==> src/rtl/acfa_pkg.sv <==
// rtl/acfa_pkg.sv - shared types and constants for the CFLog write sequencer
package acfa_pkg;

  typedef enum logic [2:0] {
    ST_IDLE,
    ST_WR_SRC,
    ST_WR_DST,
    ST_WR_CTR,
    ST_WAIT_TCB
  } state_t;

  localparam logic        CTR_TAG   = 1'b1;
  localparam logic [14:0] SAT15_MAX = 15'h7FFF;

  // One control-flow event; ctr_word is precomputed so a pended loop event replays unchanged.
  typedef struct packed {
    logic [15:0] src;
    logic [15:0] dest;
    logic        is_loop;
    logic [15:0] ctr_word;
  } event_t;

endpackage

==> src/rtl/cflog_event_fifo1.sv <==
// rtl/cflog_event_fifo1.sv - one-deep pending event slot with sticky drop flag
module cflog_event_fifo1
  import acfa_pkg::*;
(
  input  logic   clk,
  input  logic   rst,
  input  logic   push,
  input  event_t push_data,
  input  logic   pop,
  input  logic   clear,
  input  logic   drop,
  output logic   valid,
  output event_t data,
  output logic   overflow
);

  always_ff @(posedge clk) begin
    if (rst) begin
      valid    <= 1'b0;
      data     <= '0;
      overflow <= 1'b0;
    end else begin
      if (clear) begin
        valid <= 1'b0;
      end else if (push && (!valid || pop)) begin
        valid <= 1'b1;
        data  <= push_data;
      end else if (pop) begin
        valid <= 1'b0;
      end
      // A push into a slot that is not being drained this cycle loses the event.
      if (drop || (push && valid && !pop)) begin
        overflow <= 1'b1;
      end
    end
  end

endmodule

==> src/rtl/cflog_controller.sv <==
// rtl/cflog_controller.sv - sequences branch/loop events into CFLog slices and
// hands full or flushed slices to the TCB via acfa_nmi
module cflog_controller
  import acfa_pkg::*;
#(
  parameter int LOG_WORDS   = 256,
  parameter int LOG_AW      = 8,
  parameter int SLICE_WORDS = 64,
  parameter int CTR_SIZE    = 32
) (
  input  logic                clk,
  input  logic                puc_rst,
  input  logic                branch_detect,
  input  logic [15:0]         src_pc,
  input  logic [15:0]         dest_pc,
  input  logic                loop_detect,
  input  logic [CTR_SIZE-1:0] loop_ctr,
  input  logic                flush_req,
  input  logic                tcb_done,
  output logic                log_we,
  output logic [LOG_AW-1:0]   log_addr,
  output logic [15:0]         log_wdata,
  output logic                acfa_nmi,
  output logic [LOG_AW-1:0]   slice_base,
  output logic [LOG_AW:0]     slice_len,
  output logic                log_busy,
  output logic                overflow
);

  localparam logic [LOG_AW-1:0] SLICE     = LOG_AW'(SLICE_WORDS);
  localparam logic [LOG_AW-1:0] ADDR_MASK = LOG_AW'(LOG_WORDS - 1);
  localparam logic [LOG_AW-1:0] ONE       = LOG_AW'(1);
  localparam logic [LOG_AW-1:0] TWO       = LOG_AW'(2);

  state_t state, state_next;

  logic [LOG_AW-1:0] ptr, ctr_addr, wr_addr, base;
  logic [15:0]       wr_data, dst_q;
  logic              loop_active, flush_pend, nmi_q;
  logic [LOG_AW:0]   len_q;

  event_t            in_ev, pend_ev, ev;
  logic              pend_valid, ev_valid;
  logic              push, pop, clear, drop, close;
  logic [LOG_AW-1:0] ptr_done, room, base_next;
  logic [14:0]       ctr15;

  assign ctr15 = (loop_ctr > CTR_SIZE'(SAT15_MAX)) ? SAT15_MAX : loop_ctr[14:0];
  assign in_ev = '{src: src_pc, dest: dest_pc, is_loop: loop_detect,
                   ctr_word: {ctr15, CTR_TAG}};

  // Pointer as it stands once the current entry completes; a counter entry already advanced it.
  assign ptr_done  = (state == ST_WR_DST) ? ptr + TWO : ptr;
  assign room      = base + SLICE - ptr_done;
  assign base_next = (ptr + SLICE - ONE) & ~(SLICE - ONE) & ADDR_MASK;

  cflog_event_fifo1 u_pend (
    .clk       (clk),
    .rst       (puc_rst),
    .push      (push),
    .push_data (in_ev),
    .pop       (pop),
    .clear     (clear),
    .drop      (drop),
    .valid     (pend_valid),
    .data      (pend_ev),
    .overflow  (overflow)
  );

  always_comb begin
    state_next = state;
    push       = 1'b0;
    pop        = 1'b0;
    clear      = 1'b0;
    drop       = 1'b0;
    close      = 1'b0;
    ev         = in_ev;
    ev_valid   = 1'b0;
    case (state)
      ST_IDLE: begin
        if (pend_valid) begin
          ev       = pend_ev;
          ev_valid = 1'b1;
          pop      = 1'b1;
          push     = branch_detect;
        end else begin
          ev_valid = branch_detect;
        end
        if (ev_valid) begin
          state_next = ev.is_loop ? ST_WR_CTR : ST_WR_SRC;
        end else if (flush_req || flush_pend) begin
          close      = 1'b1;
          state_next = ST_WAIT_TCB;
        end
      end
      ST_WR_SRC: begin
        push       = branch_detect;
        state_next = ST_WR_DST;
      end
      ST_WR_DST, ST_WR_CTR: begin
        push = branch_detect;
        if (room < TWO || flush_pend || flush_req) begin
          close      = 1'b1;
          state_next = ST_WAIT_TCB;
        end else begin
          state_next = ST_IDLE;
        end
      end
      ST_WAIT_TCB: begin
        clear = 1'b1;
        drop  = branch_detect;
        if (tcb_done) state_next = ST_IDLE;
      end
      default: state_next = ST_IDLE;
    endcase
  end

  always_ff @(posedge clk) begin
    if (puc_rst) begin
      state       <= ST_IDLE;
      ptr         <= '0;
      base        <= '0;
      ctr_addr    <= '0;
      wr_addr     <= '0;
      wr_data     <= '0;
      dst_q       <= '0;
      loop_active <= 1'b0;
      flush_pend  <= 1'b0;
      nmi_q       <= 1'b0;
      len_q       <= '0;
    end else begin
      state <= state_next;
      nmi_q <= close;
      if (close) len_q <= {1'b0, ptr_done - base};
      if (state == ST_WAIT_TCB)  flush_pend <= 1'b0;
      else if (flush_req)        flush_pend <= 1'b1;
      case (state)
        ST_IDLE: begin
          if (ev_valid && ev.is_loop) begin
            wr_data <= ev.ctr_word;
            if (loop_active) begin
              wr_addr <= ctr_addr;
            end else begin
              wr_addr     <= ptr;
              ctr_addr    <= ptr;
              ptr         <= ptr + ONE;
              loop_active <= 1'b1;
            end
          end else if (ev_valid) begin
            wr_addr     <= ptr;
            wr_data     <= ev.src;
            dst_q       <= ev.dest;
            loop_active <= 1'b0;
          end
        end
        ST_WR_SRC: begin
          wr_addr <= ptr + ONE;
          wr_data <= dst_q;
        end
        ST_WR_DST: ptr <= ptr_done;
        ST_WAIT_TCB: begin
          if (tcb_done) begin
            base        <= base_next;
            ptr         <= base_next;
            loop_active <= 1'b0;
          end
        end
        default: ;
      endcase
    end
  end

  assign log_we     = (state == ST_WR_SRC) || (state == ST_WR_DST) || (state == ST_WR_CTR);
  assign log_addr   = wr_addr;
  assign log_wdata  = wr_data;
  assign acfa_nmi   = nmi_q;
  assign slice_base = base;
  assign slice_len  = len_q;
  assign log_busy   = (state == ST_WAIT_TCB);

endmodule
==> config.mk <==
export PLATFORM = sky130hd
export DESIGN_NAME = cflog_controller
export DESIGN_NICKNAME = d
export VERILOG_FILES = /design/src/rtl/acfa_pkg.sv /design/src/rtl/cflog_event_fifo1.sv /design/src/rtl/cflog_controller.sv
export SDC_FILE = /design/constraint.sdc
export NUM_CORES = 1
export LEC_CHECK = 0
export CORE_UTILIZATION = 52
export DETAILED_ROUTE_END_ITERATION = 10
export PLACE_DENSITY_LB_ADDON = 0.3
export SLEW_MARGIN = 20
export SYNTH_ARGS = -nofsm -noshare
export SYNTH_HDL_FRONTEND = slang
export SYNTH_SLANG_ARGS = --single-unit
==> constraint.sdc <==
create_clock -name clk -period 3.3 [get_ports clk]
set_input_delay 0.495 -clock clk [delete_from_list [all_inputs] [get_ports clk]]
set_output_delay 0.495 -clock clk [all_outputs]
set_load 0.05 [all_outputs]
==> impl_metrics.json <==
{
  "status": "complete, but fails checks",
  "violations": "DRC",
  "multiInputGateArea_um2": 3290,
  "drv_slew": 0,
  "start_kind": "flip-flop",
  "hold_viol_final": 0,
  "syn_inst": 827,
  "synth-seq-cells": 123,
  "routabilityCongestion": 0.888,
  "hp-class": "flip-flop to flip-flop",
  "p_leak_uw": 0.00287,
  "first_pass_iters": 8,
  "final.fill_count": 926,
  "cts_setup_buffers": 0,
  "p_per_area_nw_per_um2": 654,
  "area_growth_pct": 29.0,
  "synth-async-reset-ratio_pct": 0,
  "ys.flop_type": "dfxtp_1",
  "yosysUniqueCellTypes": 59,
  "fin_crit_ps": 3070,
  "p_sw_uw": 1740,
  "final_antenna_net_count": 0,
  "crit_fanout": 13,
  "maxSlewHeadroom_pct": 38.1,
  "drive_gt1_share_pct": 7.80,
  "ir_drop_uv": 565,
  "worst_pin_slew_ps": 926,
  "root_buffer": "clkbuf_16",
  "wl_mm": 18.2,
  "worstSetupPathType": "flip-flop to flip-flop",
  "track_usage_pct": 30.8,
  "seq_area_um2": 2460,
  "nets": 990,
  "rrSetupSlack_ps": 230,
  "p_seq_share_pct": 34.8,
  "crit_arrival_ps": 3420,
  "io_buffers": 107,
  "cts.path.max_buffers": 2,
  "synth-edff-count": 0,
  "core_um2": 11400,
  "cts_buffers": 17,
  "rsz0062_at_grt": "false",
  "pin_count": 115,
  "ys_seq_area_share_pct": 40.4,
  "hold_depth": 2,
  "switching_share_pct": 33.9,
  "pwr-share-clk_pct": 36.3,
  "setup_viol": 0,
  "setup_tns_ps": 0,
  "dieWidth_um": 110,
  "post-dp-hpwl_mm": 12.3,
  "final_area_um2": 7850,
  "avgSynthCellArea_um2": 7.36,
  "cp.required_ps": 3650,
  "crit_path_end_kind": "flip-flop",
  "drtIter0Drc": 628,
  "cts_resized": 0,
  "clk_pin_slew_ps": 50,
  "row_count": 39,
  "fin_skew_ps": 9.33,
  "r2r_end": "slice_len[0]$_SDFFE_PP0P_",
  "cts_hold_buf": 0,
  "intPower_uw": 3400,
  "hold_ws_ps": 455,
  "dieArea_um2": 12100,
  "synthesis.area_um2": 6090,
  "n_antenna_cell": 0,
  "vias_per_cell": 5.92,
  "antenna_found_initial": 0,
  "overflow": 0,
  "holdPathEnd": "u_pend.data[18]$_SDFFE_PP0P_",
  "initial_utilization_pct": 53.3,
  "cap_violations": 0,
  "wl_per_cell_um": 17.1,
  "chipHeight_um": 110,
  "grt_max_degree": 65,
  "grt_pass1_vias": 5842,
  "clock_latency_ps": 430,
  "grt_pass1_wl_mm": 28.4,
  "ff2ff_path_depth": 10,
  "timing.fmax_mhz": 326,
  "dpl_cell_area_um2": 7250,
  "p_comb_share_pct": 28.8,
  "drc": 2,
  "yosys_warnings": 0,
  "period_share_pct": 93.1,
  "worstHoldStart": "u_pend.data[18]$_SDFFE_PP0P_",
  "dr_total_vias": 6314,
  "htreeDepth": 4,
  "cts_tree": "built",
  "reg2reg_from": "state[2]$_SDFFE_PP0P_",
  "cts.sinks": 123
}
==> placed cells by master, fill, tap and decap left out, drive strengths merged, types with 9 or more instances in the layout <==
master / n
clkdlybuf4s50: 106
a21oi: 76
nor3: 30
dfxtp: 123
a311oi: 19
ha: 10
clkbuf: 23
o21ai: 37
xnor2: 9
buf: 28
a211oi: 25
nand3: 17
nor2: 105
o22ai: 11
nand2: 202
==> metrics by stage <==
step	utilization [%]	cells	total power (µW)	setup slack, ps
final	68.8	1066	5140	228
after global routing	68.8	1066	5350	19.8
after CTS	68.8	1066	5120	241
after detailed placement	63.5	1034	3270	259
after global placement	63.5	1034	3230	373
after floorplan	-	833	2770	266
==> sequential cells by signal (all words and copies together) (netlist names) <==
signal	count
acfa_nmi	1
ctr_addr	8
dst_q	16
flush_pend	1
log_addr	8
log_wdata	16
loop_active	1
ptr	8
slice_base	2
slice_len	8
state	3
u_pend.data	49
u_pend.overflow	1
u_pend.valid	1
==> power by group through the flow <==
stage                     Sequential, µW  Clock [µW]  Combinational (µW)
final                               1790        1870                1480
after global routing                1810        1950                1590
after CTS                           1790        1870                1470
after detailed placement            1810           0                1450
after global placement              1810           0                1420
after floorplan                     2020           0                 748
==> synth_stat cells (all sizes together), types with 3 or more instances <==
| cell | count | share of area (%) |
|---|---|---|
| xor2 | 4 | 0.58 |
| clkbuf | 57 | 3.5 |
| mux2i | 6 | 0.99 |
| a21oi | 76 | 6.2 |
| nor4 | 5 | 0.51 |
| xnor2 | 9 | 1.3 |
| inv | 6 | 0.45 |
| ha | 10 | 2.1 |
| a311oi | 19 | 2.7 |
| a22oi | 6 | 0.74 |
| o22ai | 11 | 1.1 |
| nand2 | 202 | 12 |
| a31oi | 8 | 0.82 |
| nand3 | 17 | 1.4 |
| o21ai | 37 | 3.0 |
| nand4 | 3 | 0.31 |
| nor3 | 30 | 2.5 |
| dfxtp | 123 | 40 |
| and2 | 3 | 0.31 |
| o311a | 6 | 0.99 |
| buf | 19 | 2.0 |
| a211oi | 25 | 3.1 |
| nand2b | 5 | 0.51 |
| nor2 | 105 | 6.6 |
==> layer usage <==
layer | global-route usage, % | vias up | wire, µm
met2 | 50.8 | 292 | 8480
met5 | 0 | - | 0
met4 | 11.1 | 0 | 401
met3 | 7.29 | 42 | 1380
met1 | 39.4 | 2968 | 7960
li1 | - | 3012 | -
==> how the worst max path moves through the flow <==
stage / from / slack [ps] / to
floorplan: state[1]$_SDFFE_PP0P_ / 270 / slice_len[2]$_SDFFE_PP0P_
global placement: state[2]$_SDFFE_PP0P_ / 370 / slice_len[5]$_SDFFE_PP0P_
detailed placement: state[2]$_SDFFE_PP0P_ / 260 / slice_len[0]$_SDFFE_PP0P_
CTS: state[2]$_SDFFE_PP0P_ / 240 / slice_len[0]$_SDFFE_PP0P_
global route: state[2]$_SDFFE_PP0P_ / 20 / slice_len[5]$_SDFFE_PP0P_
finish: state[2]$_SDFFE_PP0P_ / 230 / slice_len[0]$_SDFFE_PP0P_
==> worst max-delay path: stages, from the launching register on <==
cell and delay (ps):
dfxtp_1 300, or3b_1 410, nor3_1 240, xnor2_1 220, inv_1 80, ha_1 330, nand2b_1 190, or4_1 540
o2111a_2 240, nor2_2 230, mux2i_1 220
==> kinds of logic (layout without fill, tap and decap cells) <==
kind of cell	count (synthesis)	after routing	synth area share, %
simple gates	383	383	26.6
compound gates	204	204	21.2
flops	123	123	40.4
buf+inv	84	174	6.06
xor+xnor	14	14	2.24
fa+ha+maj	10	10	2.06
mux	8	8	1.36
other cells	1	7	0.0616
==> final cells by class <==
class                      count  area share [%]
clock inverter                 9            1.40
sequential                   123            31.4
tap                          143            2.28
clock buffer                  23            6.22
multi-input combinational    626            41.9
timing repair buffer         134            16.4
inverter                       8           0.446
Note: power is estimated with default switching activity, not from simulation.
